`src/rtl/ram_rd_streamer.sv`:
```
// ram_rd_streamer: read-side burst controller for a simple dual-port RAM.
// It accepts a (start address, length) burst command and issues one RAM read
// per cycle on port B. Read data passes through an in-flight tag pipe into a
// small return FIFO and leaves as a valid/ready stream with a last-beat flag.
//
// Handshake rule for both the command and the data stream: a transfer
// happens on a rising edge where valid and ready are both high. The source
// keeps its payload stable while valid is high and ready is low. Valid never
// depends combinationally on ready.
module ram_rd_streamer #(
    parameter int ADDR_W     = 8,
    parameter int DATA_W     = 16,
    parameter int RD_LAT     = 1,
    parameter int FIFO_DEPTH = 4
) (
    input  logic              i_sys_clk,
    input  logic              i_rst_n,
    input  logic              i_cmd_valid,
    output logic              o_cmd_ready,
    input  logic [ADDR_W-1:0] i_cmd_addr,
    input  logic [ADDR_W-1:0] i_cmd_len,
    output logic              o_enb,
    output logic [ADDR_W-1:0] o_addrb,
    input  logic [DATA_W-1:0] i_doutb,
    output logic              o_data_valid,
    input  logic              i_data_ready,
    output logic [DATA_W-1:0] o_data,
    output logic              o_data_last,
    output logic              o_busy
);

    localparam int PW = (FIFO_DEPTH > 1) ? $clog2(FIFO_DEPTH) : 1;
    localparam int CW = $clog2(FIFO_DEPTH + 1);
    localparam int SW = CW + 1;

    typedef enum logic [1:0] {
        IDLE  = 2'd0,
        READ  = 2'd1,
        DRAIN = 2'd2
    } state_e;

    state_e              state_q;
    logic [ADDR_W-1:0]   addr_q;
    logic [ADDR_W-1:0]   rem_q;
    logic [RD_LAT-1:0]   pipe_vld_q;
    logic [RD_LAT-1:0]   pipe_last_q;
    logic [DATA_W-1:0]   mem_q [FIFO_DEPTH];
    logic [FIFO_DEPTH-1:0] mem_last_q;
    logic [PW-1:0]       wr_ptr_q;
    logic [PW-1:0]       rd_ptr_q;
    logic [CW-1:0]       cnt_q;

    logic [SW-1:0]       in_flight;
    logic                credit_ok;
    logic                enb;
    logic                push;
    logic                pop;
    logic                last_hs;

    // Count reads that have been issued but whose data has not reached the FIFO.
    always_comb begin
        in_flight = '0;
        for (int i = 0; i < RD_LAT; i++) begin
            in_flight = in_flight + SW'(pipe_vld_q[i]);
        end
    end

    // A read may only issue if the FIFO has room reserved for every outstanding word.
    assign credit_ok = (in_flight + SW'(cnt_q)) < SW'(FIFO_DEPTH);
    assign enb       = (state_q == READ) && credit_ok;
    assign push      = pipe_vld_q[RD_LAT-1];
    assign pop       = (cnt_q != '0) && i_data_ready;
    assign last_hs   = pop && mem_last_q[rd_ptr_q];

    assign o_cmd_ready  = (state_q == IDLE);
    assign o_busy       = (state_q != IDLE);
    assign o_enb        = enb;
    assign o_addrb      = addr_q;
    assign o_data_valid = (cnt_q != '0);
    assign o_data       = mem_q[rd_ptr_q];
    assign o_data_last  = mem_last_q[rd_ptr_q];

    // Burst FSM: latch the command, walk the address and length, wait for the last beat.
    always_ff @(posedge i_sys_clk or negedge i_rst_n) begin
        if (!i_rst_n) begin
            state_q <= IDLE;
            addr_q  <= '0;
            rem_q   <= '0;
        end else begin
            case (state_q)
                IDLE: begin
                    if (i_cmd_valid) begin
                        addr_q  <= i_cmd_addr;
                        rem_q   <= i_cmd_len;
                        state_q <= READ;
                    end
                end
                READ: begin
                    if (enb) begin
                        addr_q <= addr_q + ADDR_W'(1);
                        if (rem_q == '0) begin
                            state_q <= DRAIN;
                        end else begin
                            rem_q <= rem_q - ADDR_W'(1);
                        end
                    end
                end
                DRAIN: begin
                    if (last_hs) begin
                        state_q <= IDLE;
                    end
                end
                default: state_q <= IDLE;
            endcase
        end
    end

    // In-flight tag pipe: mirrors the RAM read latency so the tail lines up with i_doutb.
    always_ff @(posedge i_sys_clk or negedge i_rst_n) begin
        if (!i_rst_n) begin
            pipe_vld_q  <= '0;
            pipe_last_q <= '0;
        end else begin
            pipe_vld_q[0]  <= enb;
            pipe_last_q[0] <= enb && (rem_q == '0);
            for (int i = 1; i < RD_LAT; i++) begin
                pipe_vld_q[i]  <= pipe_vld_q[i-1];
                pipe_last_q[i] <= pipe_last_q[i-1];
            end
        end
    end

    // Return FIFO: captures RAM data at the pipe tail and feeds the output stream.
    always_ff @(posedge i_sys_clk or negedge i_rst_n) begin
        if (!i_rst_n) begin
            for (int i = 0; i < FIFO_DEPTH; i++) begin
                mem_q[i] <= '0;
            end
            mem_last_q <= '0;
            wr_ptr_q   <= '0;
            rd_ptr_q   <= '0;
            cnt_q      <= '0;
        end else begin
            if (push) begin
                mem_q[wr_ptr_q]      <= i_doutb;
                mem_last_q[wr_ptr_q] <= pipe_last_q[RD_LAT-1];
                wr_ptr_q             <= wr_ptr_q + PW'(1);
            end
            if (pop) begin
                rd_ptr_q <= rd_ptr_q + PW'(1);
            end
            case ({push, pop})
                2'b10:   cnt_q <= cnt_q + CW'(1);
                2'b01:   cnt_q <= cnt_q - CW'(1);
                default: cnt_q <= cnt_q;
            endcase
        end
    end

endmodule

```
`config.mk`:
```
export PLATFORM = sky130hd
export DESIGN_NAME = ram_rd_streamer
export DESIGN_NICKNAME = d
export VERILOG_FILES = /design/src/rtl/ram_rd_streamer.sv
export SDC_FILE = /design/constraint.sdc
export NUM_CORES = 1
export LEC_CHECK = 0
export ABC_CLOCK_PERIOD_IN_PS = 4400
export BUFFER_PORTS_ARGS = -buffer_cell sky130_fd_sc_hd__clkbuf_2
export CORE_MARGIN = 2
export CORE_UTILIZATION = 55
export CTS_CLUSTER_DIAMETER = 120
export DETAILED_ROUTE_END_ITERATION = 7
export GPL_TIMING_DRIVEN = 0
export PLACE_DENSITY_LB_ADDON = 0.25
export SYNTH_ARGS = -nofsm -noshare
export SYNTH_HDL_FRONTEND = slang
export SYNTH_SLANG_ARGS = --single-unit
```
`constraint.sdc`:
```
create_clock -name i_sys_clk -period 4.4 [get_ports i_sys_clk]
set_input_delay 0.44 -clock i_sys_clk [delete_from_list [all_inputs] [get_ports i_sys_clk]]
set_output_delay 0.44 -clock i_sys_clk [all_outputs]
set_load 0.005 [all_outputs]
```
### After elaboration in Yosys (flattened, before gate mapping)

Cells that the tools add are included.

* input port bits: 36
* register bits after elaboration: 95
* logic and storage cells: 77
* output and inout bits: 29

* bitwise operators: 2
* reductions and logical operators: 15
* multiplexer cells: 24
* add/subtract/negate cells: 7
* eq/ne operators: 9
* magnitude comparators: 7

Operators by type and width (count)
* $bwmux 64: 1
* $mux 16: 3
* $mux 8: 5
* $bmux 16 s2: 1
* $demux 16 s2: 1
* $pmux 8 s2: 2
* $add 8x1->8 const B: 1
* $logic_not 8->1: 1
* $mux 2: 4
* $ne 2x2->1 const B: 4
* $reduce_and 4->1: 2
* $sub 8x1->8 const B: 1
* $ge 3x3->1 const B: 2
* $logic_and 1x1->1: 6
* $lt 2x3->1 const B: 2
* $not 2->3: 2
* $pmux 2 s3: 1
* $pmux 3 s2: 1
* $reduce_bool 2->1: 3
* $add 1x3->4: 1
* $add 2x1->2 const B: 2
* $bwmux 4: 1
* $eq 2x1->1 const B: 2
* $eq 2x2->1 const B: 2
* other kinds (12): 13

### Depth between registers and ports, before layout

* depth in word-level cells: 6
* gate-level depth with buffers: 9
* mapped depth without buffers: 8

### Least setup slack after synthesis

OpenSTA, ideal clock, no wires.

* path type: register to register
* start: reg cnt_q[0]
* end: reg cnt_q[2]
* stages on the path, launching flop included: 10
* setup time: 0.125 ns
* clock period less this slack: 1.939 ns
* setup slack: 2.461 ns
* buffers on the path: 1
* arrival time: 1.814 ns
* cells stage by stage: dfrtp_1 -> or3_1 -> and2_1 -> clkbuf_1 -> ha_1 -> inv_1 -> fa_1 -> xor2_1 -> nor2_1 -> xor2_1

* word-level cells in the longest chain between the ends: 4

RTL lines
* from (decl): RTL line 51 `logic [CW-1:0] cnt_q;`
* from (signal assigned): RTL line 153 `2'b10: cnt_q <= cnt_q + CW'(1);`
* from (signal assigned): RTL line 154 `2'b01: cnt_q <= cnt_q - CW'(1);`
* from (signal assigned): RTL line 155 `default: cnt_q <= cnt_q;`
* $reduce_bool 3->1 *
* net o_data_valid: RTL line 25 `output logic o_data_valid,`
* $logic_and 1x1->1 *: RTL line 72 `assign pop = (cnt_q != '0) && i_data_ready;`
* $eq 2x1->1 or $eq 2x2->1 (tied branches): RTL line 152 `case ({push, pop})`
* $pmux 3 s2 or $reduce_bool 2->1 (tied branches)

Mark *: on every way through the listed nets, which the timed path passes. The rest lies on a longest branch.
A chain may end at the register's enable or synchronous reset.

### Final worst setup path

* start: reg rd_ptr_q[0]
* end: out o_data[11]

* word-level cells in the longest chain between the ends: 4

RTL lines
* from (decl): RTL line 50 `logic [PW-1:0] rd_ptr_q;`
* from (signal assigned): RTL line 150 `rd_ptr_q <= rd_ptr_q + PW'(1);`
* $not 2->3 (not written as such): RTL line 80 `assign o_data = mem_q[rd_ptr_q];`
* $bmux 16 s2: RTL line 80
* $mux 16 (not written as such) (2 in series): RTL line 80
* to (decl): RTL line 27 `output logic [DATA_W-1:0] o_data,`

Every way passes these cells. The select of a mux whose other input is x is not followed.

==> out/qor.txt <==
Yosys reg bits - 95
routed wire length - 8480 um
synthesized area - 4480 um2
Final Critical Period - 2.54 ns
Post-Syn Instances - 335
routing usage on met2 - 33.9%
final instance area - 5160 um2
initial drt markers - 67
starting density of the core - 57.4%
DIE WIDTH - 94.2 um
final max-slew violation count - 0
H-Tree Depth - 3
cts bufs inserted - 9
Clk Latency, worst-skew pair - 0.36 ns
Placer Congestion - 0.764
# rows - 32
HP Class - in2async
vias per cell - 5.66
Total Die Area - 8880 um2
critical path required time - 3.96 ns
Area growth, synth to finish - 15.3%
Fin Setup TNS - 0 ns
Post-synth ARST share - 100%
Max VDD drop - 0.000462 V
area post-placement - 4960 um2
vias in the first global route - 2950
Static Leakage - 2.31 nW
top-count cell post-synth - dfrtp_1
placed insts - 502
Via Count - 2931
top cell type by total area after synthesis - dfrtp_1
WHS - 0.0273 ns
total grt overflow - 0
Final Skew - 0.00959 ns
wire per inst - 16.4 um
GR Util met1 - 28.2%
top_reg_cell synth - dfrtp_1
synth warn - 0
crit share post-route - 57.7%
Mean Syn Cell Area - 13.4 um2
total of max-cap violations - 0
fin cells - 518
First-pass DRT Iterations - 4
crit path kind - reg2out
endpoints failing hold - 0
total track usage - 20.9%
Synth top area share - 53.1%
overall power - 4.02 mW
Setup-failing EPs final - 0
GRT busiest layer - met2
Arr. time, crit path - 2.10 ns
Worst setup EP type - output port
post-CTS setup buffer count - 0
outcome - completed
height of the chip - 94.2 um
Cell variety after synth - 44
met3 usage in global routing - 3.53%
Routed Antenna Nets - 0
Core ar. - 7810 um2
syn_nets - 379
FMAX - 394 MHz
Slew HR - 56.9%
Least-Margin Pin Slew - 0.646 ns
hold_buf cts - 0
clock sink count - 95
Crit Reg-Reg Endpoint - cnt_q[2]
ant diodes - 0
Register-to-Register Path Depth - 9
top cells by count, synth - dfrtp_1, mux2_2, nand2_1, mux4_2
share of layout cells above drive strength 1 - 45.0%
Buffers on Ports - 64
global-route wire length before repair - 14200 um
Nets - 455
CTS tree - yes
IO Count - 65
dpl hpwl - 5950 um
Reg clk slew, reported paths - 0.09 ns
antenna violations before repair - 0
Root Driver - clkbuf_8
Resize count post-CTS - 0
EDFF count, synth - 0
R2R Setup Slk - 2.32 ns
Max Root-Sink Buffers - 2
DRC violations left - 0
Synth area leaders - dfrtp_1, mux2_2, mux4_2
Seq/Total Area, Yosys - 53.1%
P per Cell Area - 778 nW/um2
RR Startpoint - cnt_q[0]
largest net degree at the start of global routing - 69
crit-path max FO - 10
unrepaired setup endpoints after global routing - false
Critical Path Source Type - flop
per-layer routing:
layer  vias to the layer above  part of all wire (%)
met4                         0                   1.6
met1                      1494                    46
met5                         -                     0
met3                        14                   3.0
met2                        49                    49
li1                       1374                     -
layout by cell type (no fill, tap or decap), types with 3 or more instances in the layout:
cell	instances
clkbuf_2	63
o21ai_0	16
a21oi_1	16
mux2_2	68
xor2_1	4
o22ai_1	3
a31oi_1	3
nor2_1	15
nor3_1	6
clkbuf_1	3
mux4_2	17
nand2_1	19
buf_2	12
mux2i_1	4
inv_1	11
clkbuf_8	10
dfrtp_1	95
ha_1	7
power by group:
part           internal [mW]  switching, mW  leakage (nW)
combinational           1.02          0.850          1.07
clock                  0.284          0.311         0.101
sequential              1.30          0.252          1.13
worst max path at each step:
stage                     start    endpoint  cells after the start  slack, ns
floorplan              cnt_q[0]    cnt_q[2]                      9       2.46
global placement        i_rst_n    rem_q[5]                      1       1.76
detailed placement  rd_ptr_q[0]  o_data[11]                      4       2.19
CTS                 rd_ptr_q[0]  o_data[11]                      4       1.80
global route        rd_ptr_q[0]  o_data[11]                      4       1.70
finish              rd_ptr_q[0]  o_data[11]                      4       1.86
critical path: stages, from the launching register on:
cell and delay (ns):
dfrtp_1 0.33, buf_2 0.33, buf_2 0.39, mux4_2 0.57, clkbuf_2 0.13
registers in the layout (all words and copies together) (netlist names):
signal and count:
pipe_last_q 1, rd_ptr_q 2, o_addrb 8, pipe_vld_q 1, mem_last_q 4, mem_q 64, rem_q 8, wr_ptr_q 2
state_q 2, cnt_q 3
area by class of cell:
cell class,instances,area [um2]
buffer,16,82.6
clock buffer,11,141
clock inverter,5,63.8
fill,621,2650
inverter,11,41.3
multi-input combinational,213,1980
sequential,95,2380
tap,102,128
timing repair buffer,65,350
through the flow:
step	utilization, %	setup slack, ns
after floorplan	-	2.46
after global placement	63.1	1.76
after detailed placement	63.5	2.19
after CTS	66.1	1.80
after global routing	66.1	1.70
final	66.1	1.86
logic make-up (layout without fill, tap and decap cells):
kind of cell | Yosys count | after routing | share of synthesized area (%)
buffers and inverters | 27 | 108 | 2.77
DFF | 95 | 95 | 53.1
AOI/OAI and AO/OA | 49 | 49 | 6.73
muxes | 89 | 89 | 26.5
and+or+nand+nor | 61 | 61 | 7.32
xor gates and xnor gates | 6 | 6 | 1.17
adders and majority gates | 8 | 8 | 2.40
(Power assumes the default switching activity.)
